**src/rtl/alu_ctrl_pkg.sv**
```systemverilog
// Shared encodings for the multi-cycle RV32I control unit: ALU codes, opcodes, FSM states
// and datapath select values.
package alu_ctrl_pkg;

  typedef enum logic [3:0] {
    AluAdd  = 4'b0000,
    AluSub  = 4'b0001,
    AluAnd  = 4'b0010,
    AluOr   = 4'b0011,
    AluXor  = 4'b0100,
    AluSll  = 4'b0101,
    AluSrl  = 4'b0110,
    AluSlt  = 4'b0111,
    AluSra  = 4'b1110,
    AluSltu = 4'b1111
  } alu_op_e;

  localparam logic [6:0] OpcLoad   = 7'b0000011;
  localparam logic [6:0] OpcStore  = 7'b0100011;
  localparam logic [6:0] OpcBranch = 7'b1100011;
  localparam logic [6:0] OpcJalr   = 7'b1100111;
  localparam logic [6:0] OpcJal    = 7'b1101111;
  localparam logic [6:0] OpcOpImm  = 7'b0010011;
  localparam logic [6:0] OpcOp     = 7'b0110011;
  localparam logic [6:0] OpcLui    = 7'b0110111;
  localparam logic [6:0] OpcAuipc  = 7'b0010111;

  typedef enum logic [3:0] {
    StFetch,
    StDecode,
    StExec,
    StAluWb,
    StMem,
    StLoadWb,
    StBrEval,
    StJalrWb,
    StTrap
  } state_e;

  typedef enum logic [1:0] {
    ASelPc    = 2'd0,
    ASelOldPc = 2'd1,
    ASelRs1   = 2'd2
  } a_sel_e;

  typedef enum logic [1:0] {
    BSelRs2    = 2'd0,
    BSelImm    = 2'd1,
    BSelConst4 = 2'd2
  } b_sel_e;

  typedef enum logic [2:0] {
    ImmI = 3'd0,
    ImmS = 3'd1,
    ImmB = 3'd2,
    ImmU = 3'd3,
    ImmJ = 3'd4
  } imm_type_e;

  typedef enum logic [1:0] {
    PcSrcAlu      = 2'd0,
    PcSrcTarget   = 2'd1,
    PcSrcAluAlign = 2'd2
  } pc_src_e;

  typedef enum logic [1:0] {
    ResAlu = 2'd0,
    ResMem = 2'd1,
    ResPc  = 2'd2,
    ResImm = 2'd3
  } result_sel_e;

  function automatic imm_type_e imm_type_of(input logic [6:0] opcode);
    imm_type_e t;
    case (opcode)
      OpcStore:          t = ImmS;
      OpcBranch:         t = ImmB;
      OpcLui, OpcAuipc:  t = ImmU;
      OpcJal:            t = ImmJ;
      default:           t = ImmI;
    endcase
    return t;
  endfunction

endpackage

```
**src/rtl/alu_op_dec.sv**
```systemverilog
// Combinational ALU operation decode from opcode, funct3 and funct7[5].
module alu_op_dec
  import alu_ctrl_pkg::*;
(
  input  logic [6:0] opcode_i,
  input  logic [2:0] funct3_i,
  input  logic       funct7_5_i,
  output alu_op_e    alu_op_o
);

  always_comb begin
    alu_op_o = AluAdd;
    if (opcode_i == OpcOp || opcode_i == OpcOpImm) begin
      case (funct3_i)
        3'b000:  alu_op_o = (opcode_i == OpcOp && funct7_5_i) ? AluSub : AluAdd;
        3'b001:  alu_op_o = AluSll;
        3'b010:  alu_op_o = AluSlt;
        3'b011:  alu_op_o = AluSltu;
        3'b100:  alu_op_o = AluXor;
        3'b101:  alu_op_o = funct7_5_i ? AluSra : AluSrl;
        3'b110:  alu_op_o = AluOr;
        default: alu_op_o = AluAnd;
      endcase
    end else if (opcode_i == OpcBranch) begin
      case (funct3_i)
        3'b000, 3'b001: alu_op_o = AluSub;
        3'b100, 3'b101: alu_op_o = AluSlt;
        3'b110, 3'b111: alu_op_o = AluSltu;
        default:        alu_op_o = AluAdd;
      endcase
    end
  end

endmodule

```
**src/rtl/alu_ctrl_fsm.sv**
```systemverilog
// Multi-cycle RV32I control FSM. Outputs are a Moore decode of the state plus instruction
// fields; ALU results are registered, so decisions on them are taken one state later.
module alu_ctrl_fsm
  import alu_ctrl_pkg::*;
#(
  parameter bit          ILLEGAL_HALT = 1'b1,
  parameter int unsigned ALU_CTR_W    = 4
) (
  input  logic                 clk,
  input  logic                 reset,
  input  logic [31:0]          instr,
  input  logic                 zero,
  output logic [ALU_CTR_W-1:0] ALU_ctr,
  output logic [1:0]           alu_a_sel,
  output logic [1:0]           alu_b_sel,
  output logic [2:0]           imm_type,
  output logic                 pc_write,
  output logic [1:0]           pc_src,
  output logic                 oldpc_write,
  output logic                 ir_write,
  output logic                 target_write,
  output logic                 mem_addr_sel,
  output logic                 mem_write,
  output logic                 reg_write,
  output logic [1:0]           result_sel,
  output logic                 illegal
);

  state_e      state_q, state_d;
  logic        illegal_q, illegal_d;

  logic [6:0]  opcode;
  logic [2:0]  funct3;
  logic        funct7_5;
  alu_op_e     dec_op;
  logic        br_taken;
  logic        legal_op;

  alu_op_e     alu_op;
  a_sel_e      a_sel;
  b_sel_e      b_sel;
  imm_type_e   imm_sel;
  pc_src_e     pc_src_sel;
  result_sel_e res_sel;

  logic        unused_instr;

  assign opcode       = instr[6:0];
  assign funct3       = instr[14:12];
  assign funct7_5     = instr[30];
  assign unused_instr = ^{instr[31], instr[29:15], instr[11:7]};

  alu_op_dec u_alu_op_dec (
    .opcode_i   (opcode),
    .funct3_i   (funct3),
    .funct7_5_i (funct7_5),
    .alu_op_o   (dec_op)
  );

  always_comb begin
    case (opcode)
      OpcLoad, OpcStore, OpcBranch, OpcJalr, OpcJal,
      OpcOpImm, OpcOp, OpcLui, OpcAuipc: legal_op = 1'b1;
      default:                           legal_op = 1'b0;
    endcase
  end

  // zero holds the registered compare result issued in StExec.
  always_comb begin
    case (funct3)
      3'b000, 3'b101, 3'b111: br_taken = zero;
      3'b001, 3'b100, 3'b110: br_taken = ~zero;
      default:                br_taken = 1'b0;
    endcase
  end

  always_ff @(posedge clk) begin
    if (reset) begin
      state_q   <= StFetch;
      illegal_q <= 1'b0;
    end else begin
      state_q   <= state_d;
      illegal_q <= illegal_d;
    end
  end

  always_comb begin
    state_d   = state_q;
    illegal_d = illegal_q;
    case (state_q)
      StFetch:  state_d = StDecode;
      StDecode: state_d = StExec;
      StExec: begin
        case (opcode)
          OpcOp, OpcOpImm:         state_d = StAluWb;
          OpcLoad, OpcStore:       state_d = StMem;
          OpcBranch:               state_d = StBrEval;
          OpcJalr:                 state_d = StJalrWb;
          OpcJal, OpcLui, OpcAuipc: state_d = StFetch;
          default:                 state_d = ILLEGAL_HALT ? StTrap : StFetch;
        endcase
        // The flag records any illegal opcode, even when execution continues as a NOP.
        if (!legal_op) begin
          illegal_d = 1'b1;
        end
      end
      StMem:    state_d = (opcode == OpcStore) ? StFetch : StLoadWb;
      StAluWb, StLoadWb, StBrEval, StJalrWb: state_d = StFetch;
      StTrap:   state_d = StTrap;
      default:  state_d = StFetch;
    endcase
  end

  always_comb begin
    alu_op       = AluAdd;
    a_sel        = ASelPc;
    b_sel        = BSelRs2;
    imm_sel      = ImmI;
    pc_write     = 1'b0;
    pc_src_sel   = PcSrcAlu;
    oldpc_write  = 1'b0;
    ir_write     = 1'b0;
    target_write = 1'b0;
    mem_addr_sel = 1'b0;
    mem_write    = 1'b0;
    reg_write    = 1'b0;
    res_sel      = ResAlu;
    if (!reset) begin
      case (state_q)
        StFetch: begin
          b_sel       = BSelConst4;
          ir_write    = 1'b1;
          oldpc_write = 1'b1;
        end
        StDecode: begin
          pc_write = 1'b1;
          a_sel    = ASelOldPc;
          b_sel    = BSelImm;
          imm_sel  = imm_type_of(opcode);
        end
        StExec: begin
          imm_sel = imm_type_of(opcode);
          case (opcode)
            OpcOp: begin
              alu_op = dec_op;
              a_sel  = ASelRs1;
            end
            OpcOpImm: begin
              alu_op = dec_op;
              a_sel  = ASelRs1;
              b_sel  = BSelImm;
            end
            OpcLoad, OpcStore, OpcJalr: begin
              a_sel = ASelRs1;
              b_sel = BSelImm;
            end
            OpcBranch: begin
              target_write = 1'b1;
              alu_op       = dec_op;
              a_sel        = ASelRs1;
            end
            OpcJal: begin
              pc_write  = 1'b1;
              reg_write = 1'b1;
              res_sel   = ResPc;
            end
            OpcLui: begin
              reg_write = 1'b1;
              res_sel   = ResImm;
            end
            OpcAuipc: reg_write = 1'b1;
            default: ;
          endcase
        end
        StAluWb: reg_write = 1'b1;
        StMem: begin
          mem_addr_sel = 1'b1;
          mem_write    = (opcode == OpcStore);
        end
        StLoadWb: begin
          reg_write = 1'b1;
          res_sel   = ResMem;
        end
        StBrEval: begin
          pc_write   = br_taken;
          pc_src_sel = PcSrcTarget;
        end
        StJalrWb: begin
          pc_write   = 1'b1;
          pc_src_sel = PcSrcAluAlign;
          reg_write  = 1'b1;
          res_sel    = ResPc;
        end
        default: ;
      endcase
    end
  end

  assign ALU_ctr    = ALU_CTR_W'(alu_op);
  assign alu_a_sel  = a_sel;
  assign alu_b_sel  = b_sel;
  assign imm_type   = imm_sel;
  assign pc_src     = pc_src_sel;
  assign result_sel = res_sel;
  assign illegal    = illegal_q & ~reset;

endmodule

```
**config.mk**
```make
export PLATFORM = sky130hd
export DESIGN_NAME = alu_ctrl_fsm
export DESIGN_NICKNAME = d
export VERILOG_FILES = /design/src/rtl/alu_ctrl_pkg.sv /design/src/rtl/alu_op_dec.sv /design/src/rtl/alu_ctrl_fsm.sv
export SDC_FILE = /design/constraint.sdc
export NUM_CORES = 1
export LEC_CHECK = 0
export CORE_MARGIN = 2
export CORE_UTILIZATION = 36
export CTS_CLUSTER_DIAMETER = 80
export CTS_CLUSTER_SIZE = 8
export DETAILED_ROUTE_END_ITERATION = 7
export PLACE_DENSITY = 0.86
export SETUP_SLACK_MARGIN = 0.15
export SYNTH_ARGS = -nofsm -noshare
export SYNTH_HDL_FRONTEND = slang
export SYNTH_SLANG_ARGS = --single-unit
```
**constraint.sdc**
```tcl
create_clock -name clk -period 2.7 [get_ports clk]
set_clock_uncertainty 0.2 [all_clocks]
set_input_delay 0.405 -clock clk [delete_from_list [all_inputs] [get_ports clk]]
set_output_delay 0.405 -clock clk [all_outputs]
set_load 0.01 [all_outputs]
```
==> metrics.txt, run 1 <==
Post-DP Area=1292 sq um; leakage power=0.6638 nW; Max Cap Violations=0; final slew viol count=0; Worst EP required=2100 ps; GPL Wtd Cong=0.8321; # setup viols final=0; Final #Nets=208; Final Cycle Share=0.9232; total clock sinks=5; share of the synthesized area in the top cell type=0.1336; GRT overflow=0; crit path DAT=1890 ps; Die Span Y=49.63 microns; R2R Path Start=state_q[2]$_SDFF_PP0_; relative slew slack=0.7139; gr busiest metal=met2; initial core utilization=0.3820; Syn-to-layout area delta=82.80%; critical path's slowest cell=clkdlybuf4s50_1; residual DRC count=0; antenna-violating nets left=0; hold depth=2; Die W=49.63 microns; vias in the first global route=995; worst path cell trace=clkdlybuf4s50_1 > xor2_2 > mux2_4 > a22oi_2 > o21ai_1 > dlygate4sd2_1; Crit Path Max Fanout=1; Root Driver=clkbuf_4; Pre-antenna DRT Iters=5; htree depth=1; CTS tree=done; total global-route track usage=0.2065; largest net degree at the start of global routing=14; die area=2463 sq um; clock latency on the worst-skew pair=250 ps; FFs w/ async S/R, synth=0; Placement Setup Slack=-263.6 ps; Ys Warns=0; RSZ-0062 raised after global routing=false; Filler Cell Count=158; post-route cell area=1370 sq um; PwrDens=281.1 nW/um^2; most instantiated cells after synthesis=a21oi_1, nor2_1, nand3_1, nand2_1, o21ai_0; Post-Synthesis Net Count=148; setup ws final=207.4 ps; global-route wire length before repair=4.119 mm; CP Launch Type=primary input; area leader, netlist=dfxtp_1; Yosys cell types=45; synthesized area=749.5 sq um; top_reg_cell synth=dfxtp_1; HP Start=illegal_q$_SDFFE_PP0P_; status=complete, no violations; Mapped Avg Cell Area=6.632 sq um; Diodes inserted=0; Worst-path clk slew=40 ps; met2 Use GR=0.3711; IO Pins=58; vias per cell=5.523; endpoints failing hold=0; Slowest Stage Delay on Critical Path=510 ps; post-synthesis cell count=113; number of synthesized flops with an enable pin=0; GR Layer Usage met3=0.03333; hpwl dp=2.058 mm; CP endpoint kind=primary output; worst hold path class=reg2reg; Fmax=401.2 MHz; Core ar.=1962 sq um; TritonCTS buffer count=3; initial antenna violation count=0; synth top area cells=dfxtp_1, a21oi_1, nor2_1, nand3_1, o21ai_0; Worst Tran Pin Value=428.6 ps; clk buf depth=2; crit path from=zero; sequential cell area fraction in the yosys report=0.1336; Worst Setup Path Type=in2out; reg2reg path depth=5; Port Buffers=36; cell row count=16; Total Power=0.3851 mW; share of layout cells above drive strength 1=0.3430; post-DR wirelength/cell=13.96 microns; vias after detailed routing=1,099; Yosys reg bits=5; Detailed Route WL=2.779 mm; First DRT Iteration DRCs=33; met1 usage=0.2366; Max VDD drop=0.3201 mV; post-layout minimum cycle time=2493 ps
==> final cells by class <==
type	count	area (sq um)	area share
sequential	5	100.1	0.07306
tap	27	33.78	0.02466
clock buffer	4	26.28	0.01918
multi-input combinational	96	659.4	0.4813
inverter	4	15.01	0.01096
timing repair buffer	63	535.5	0.3909
==> layer usage <==
layer | vias to the layer above | wire length (microns)
met5 | - | 0
met4 | 0 | 31
met3 | 6 | 120
met2 | 36 | 1391
met1 | 519 | 1235
li1 | 538 | -
==> logic make-up after synthesis <==
| family | after synthesis | synth area share |
|---|---|---|
| compound gates | 34 | 0.2821 |
| xor+xnor | 2 | 0.02338 |
| buf+inv | 12 | 0.08178 |
| flops | 5 | 0.1336 |
| mux | 2 | 0.02838 |
| simple gates | 58 | 0.4508 |
==> registers in the layout (all words and copies together) (netlist names) <==
| register | cells |
|---|---|
| illegal_q | 1 |
| state_q | 4 |
==> metrics by stage <==
stage / cells / hold WS [ps] / utilization / TNS [ps]
final: 199 / 395.3 / 0.6983 / 0
after global routing: 199 / 416.2 / 0.6983 / 0
after CTS: 199 / 395.5 / 0.6696 / 0
after detailed placement: 194 / 379.2 / 0.6588 / -1948
after global placement: 194 / 356.7 / 0.6588 / -1651
after floorplan: 113 / 321.6 / - / 0
==> report_power, final <==
group	switching (mW)	leakage [nW]	internal, mW
clock	0.0333	0.0150	0.0561
sequential	0.0162	0.0409	0.0827
combinational	0.0937	0.608	0.103
total	0.143	0.664	0.242
==> critical path, delay by kind of cell <==
family | cells | cell delay [ps]
buffers and inverters | 2 | 790
muxes | 1 | 320
AOI/OAI and AO/OA | 2 | 220
xor gates and xnor gates | 1 | 160
==> timing repair <==
item,CTS,global route
endpoints found under the setup margin,16,14
pin swaps,1,4
buffers inserted,1,0
gates resized for setup,31,31
hold buffers,0,0
==> cell usage in the layout, fill, tap and decap left out, drive strengths merged, types with 3 or more instances in the layout <==
cell type      instances
buf                   27
inv                    4
nor3                   5
dlymetal6s2s           6
and2                   3
nor2                  12
nand2                  7
and3                   3
clkbuf                10
dlygate4sd2           12
nand3                  8
a211oi                 3
o21ai                  7
a21oi                 12
dfxtp                  5
clkdlybuf4s50         10
==> path summary, 6_finish.rpt <==
| path | slack [ps] | endpoint |
|---|---|---|
| max reg2reg | 1020 | state_q[3]$_SDFF_PP0_ |
| min reg2reg | 400 | illegal_q$_SDFFE_PP0P_ |
| min | 400 | illegal_q$_SDFFE_PP0P_ |
| max | 210 | pc_write |
Power figures use the tool's default switching activity.
==> inputs of run 2 (changes only) <==
REMOVE_ABC_BUFFERS = 1   (was default)
==> run 2 against run 1 <==
Net effect:
- via count shrank 4.4%
- combinational power shrank 9.6%
- first-iteration DRC count shrank 3.0%
- core utilization is 4.4 points lower
- die area unchanged
- non-clock buffer count down 4
- critical path type unchanged
- critical endpoint is now alu_a_sel[0]
- largest cell class unchanged
- highest routed layer unchanged
==> metrics.txt, run 2 (synthesis results as in run 1) <==
status=complete, no violations; post-layout minimum cycle time=2480 ps; RSZ-0062 raised after global routing=false; Root Driver=clkbuf_4; Diodes inserted=0; Total Power=0.3801 mW; Met1 Routed Length=1.133 mm; antenna-violating nets left=0; htree depth=1; final slew viol count=0; R2R Path Start=state_q[2]$_SDFF_PP0_; biggest regs=state_q: 4 flops, illegal_q: 1 flops; residual DRC count=0; GPL Wtd Cong=0.8396; Worst Hold Path EP=illegal_q$_SDFFE_PP0P_; clk buf depth=2; global-route wire length before repair=4.188 mm; First DRT Iteration DRCs=32; IO Pins=58; critical path's slowest cell=clkdlybuf4s50_1; hpwl dp=2.077 mm; Pre-antenna DRT Iters=4; share of layout cells above drive strength 1=0.2560; reg2reg path depth=4; vias per cell=5.390; cell row count=16; crit path from=reset; Max Cap Violations=0; worst hold path class=reg2reg; Final TNS setup=0 ps; WL met2=1.324 mm; # setup viols final=0; Worst R2R Setup Slack=1090 ps; die area=2463 sq um; Crit Path Max Fanout=3; Final #Nets=204; Detailed Route WL=2.608 mm; total global-route track usage=0.2134; largest net degree at the start of global routing=15; endpoints failing hold=0; Die Span Y=49.63 microns; wire length on met3=135 microns; vias after detailed routing=1,051; Hold Buf Count CTS=0; GRT overflow=0; TritonCTS buffer count=3; Slowest Stage Delay on Critical Path=520 ps; Worst Tran Pin Value=464.7 ps; Post-DP Area=1262 sq um; most frequent cells in the layout=buf_4, dlygate4sd2_1, a21oi_1; Fmax=403.2 MHz; crit path DAT=1870 ps; Top reg by flops=state_q; initial core utilization=0.3820; setup ws final=220.0 ps; total clock sinks=5; Core ar.=1962 sq um; relative slew slack=0.6898; Syn-to-layout area delta=71.29%; Final Cycle Share=0.9185; CTS tree=done; initial antenna violation count=0; worst path cell trace=clkdlybuf4s50_1 > nor3_2 > buf_4 > nand2_1 > inv_1 > clkdlybuf4s50_1; vias in the first global route=971; commonest non-fill, non-tap cell in the layout=buf_4; PwrDens=296.1 nW/um^2; clock latency on the worst-skew pair=260 ps; leakage power=0.6365 nW; post-route cell area=1284 sq um; post-DR wirelength/cell=13.37 microns; Final Util=0.6543; hold depth=2; Port Buffers=36; Max Used Layer=met4; CP Launch Type=primary input; Worst-path clk slew=40 ps; R2R Path End=state_q[3]$_SDFF_PP0_; Critical Path Most Common Cell=clkdlybuf4s50_1; Worst Setup Path Type=in2out; Max VDD drop=0.3136 mV; max reg flops=4; Placement Setup Slack=-285.4 ps; HP Start=illegal_q$_SDFFE_PP0P_; CP endpoint kind=primary output; Worst EP required=2100 ps; Die W=49.63 microns
run 2: cell count changes in the layout (fill, tap and decap cells not counted), moves of 2 or more:
cell,change
dfxtp_2,+2
dfxtp_1,-2
clkbuf_2,-4
a21oi_1,+3
dlygate4sd2_1,+6
clkdlybuf4s15_2,-2
a21oi_2,-3
buf_4,-4
dlymetal6s2s_1,-3
clkdlybuf4s15_1,+2
run 2: stage by stage:
stage | instances | hold slack, ps
2_1_floorplan | 105 | 321.6
3_3_place_gp | 190 | 361.3
3_5_place_dp | 190 | 363.6
4_1_cts | 195 | 387.5
5_1_grt | 195 | 418.9
6_report | 195 | 383.7
run 2: worst max path at each step:
stage	endpoint	slack, ps
floorplan	ALU_ctr[0]	800
global placement	ALU_ctr[3]	-190
detailed placement	ALU_ctr[1]	-290
CTS	reg_write	160
global route	ALU_ctr[2]	150
finish	alu_a_sel[0]	220
run 2: what timing repair did:
action | in CTS | in global routing
cloned | 0 | 0
pin swaps | 2 | 2
endpoints found under the hold margin | 0 | 0
resized for setup | 34 | 10
setup buffers | 1 | 0
endpoints found under the setup margin | 18 | 14
run 2: final cells by class:
type | instances | area, sq um
flip-flops and latches | 5 | 102.6
multi-input cells | 96 | 603.1
well taps | 27 | 33.78
inverters | 4 | 15.01
clock buffers | 4 | 26.28
repair buffers | 59 | 503.0
fillers | 179 | 678.2
run 2: worst max-delay path: cells and delay by family:
kind,cells,cell delay [ps]
buffers and inverters,4,1180
AND/OR/NAND/NOR,2,280
run 2: report_power, final:
group / internal, mW / leakage, nW / switching [mW]
Clock: 0.0564 / 0.0150 / 0.0393
Sequential: 0.0839 / 0.0415 / 0.0222
Combinational: 0.0955 / 0.580 / 0.0828
run 2: layer usage:
metal,vias up,global-route usage
li1,522,-
met1,490,0.2477
met2,37,0.3933
met3,2,0.01818
met4,0,0.09259
met5,-,0
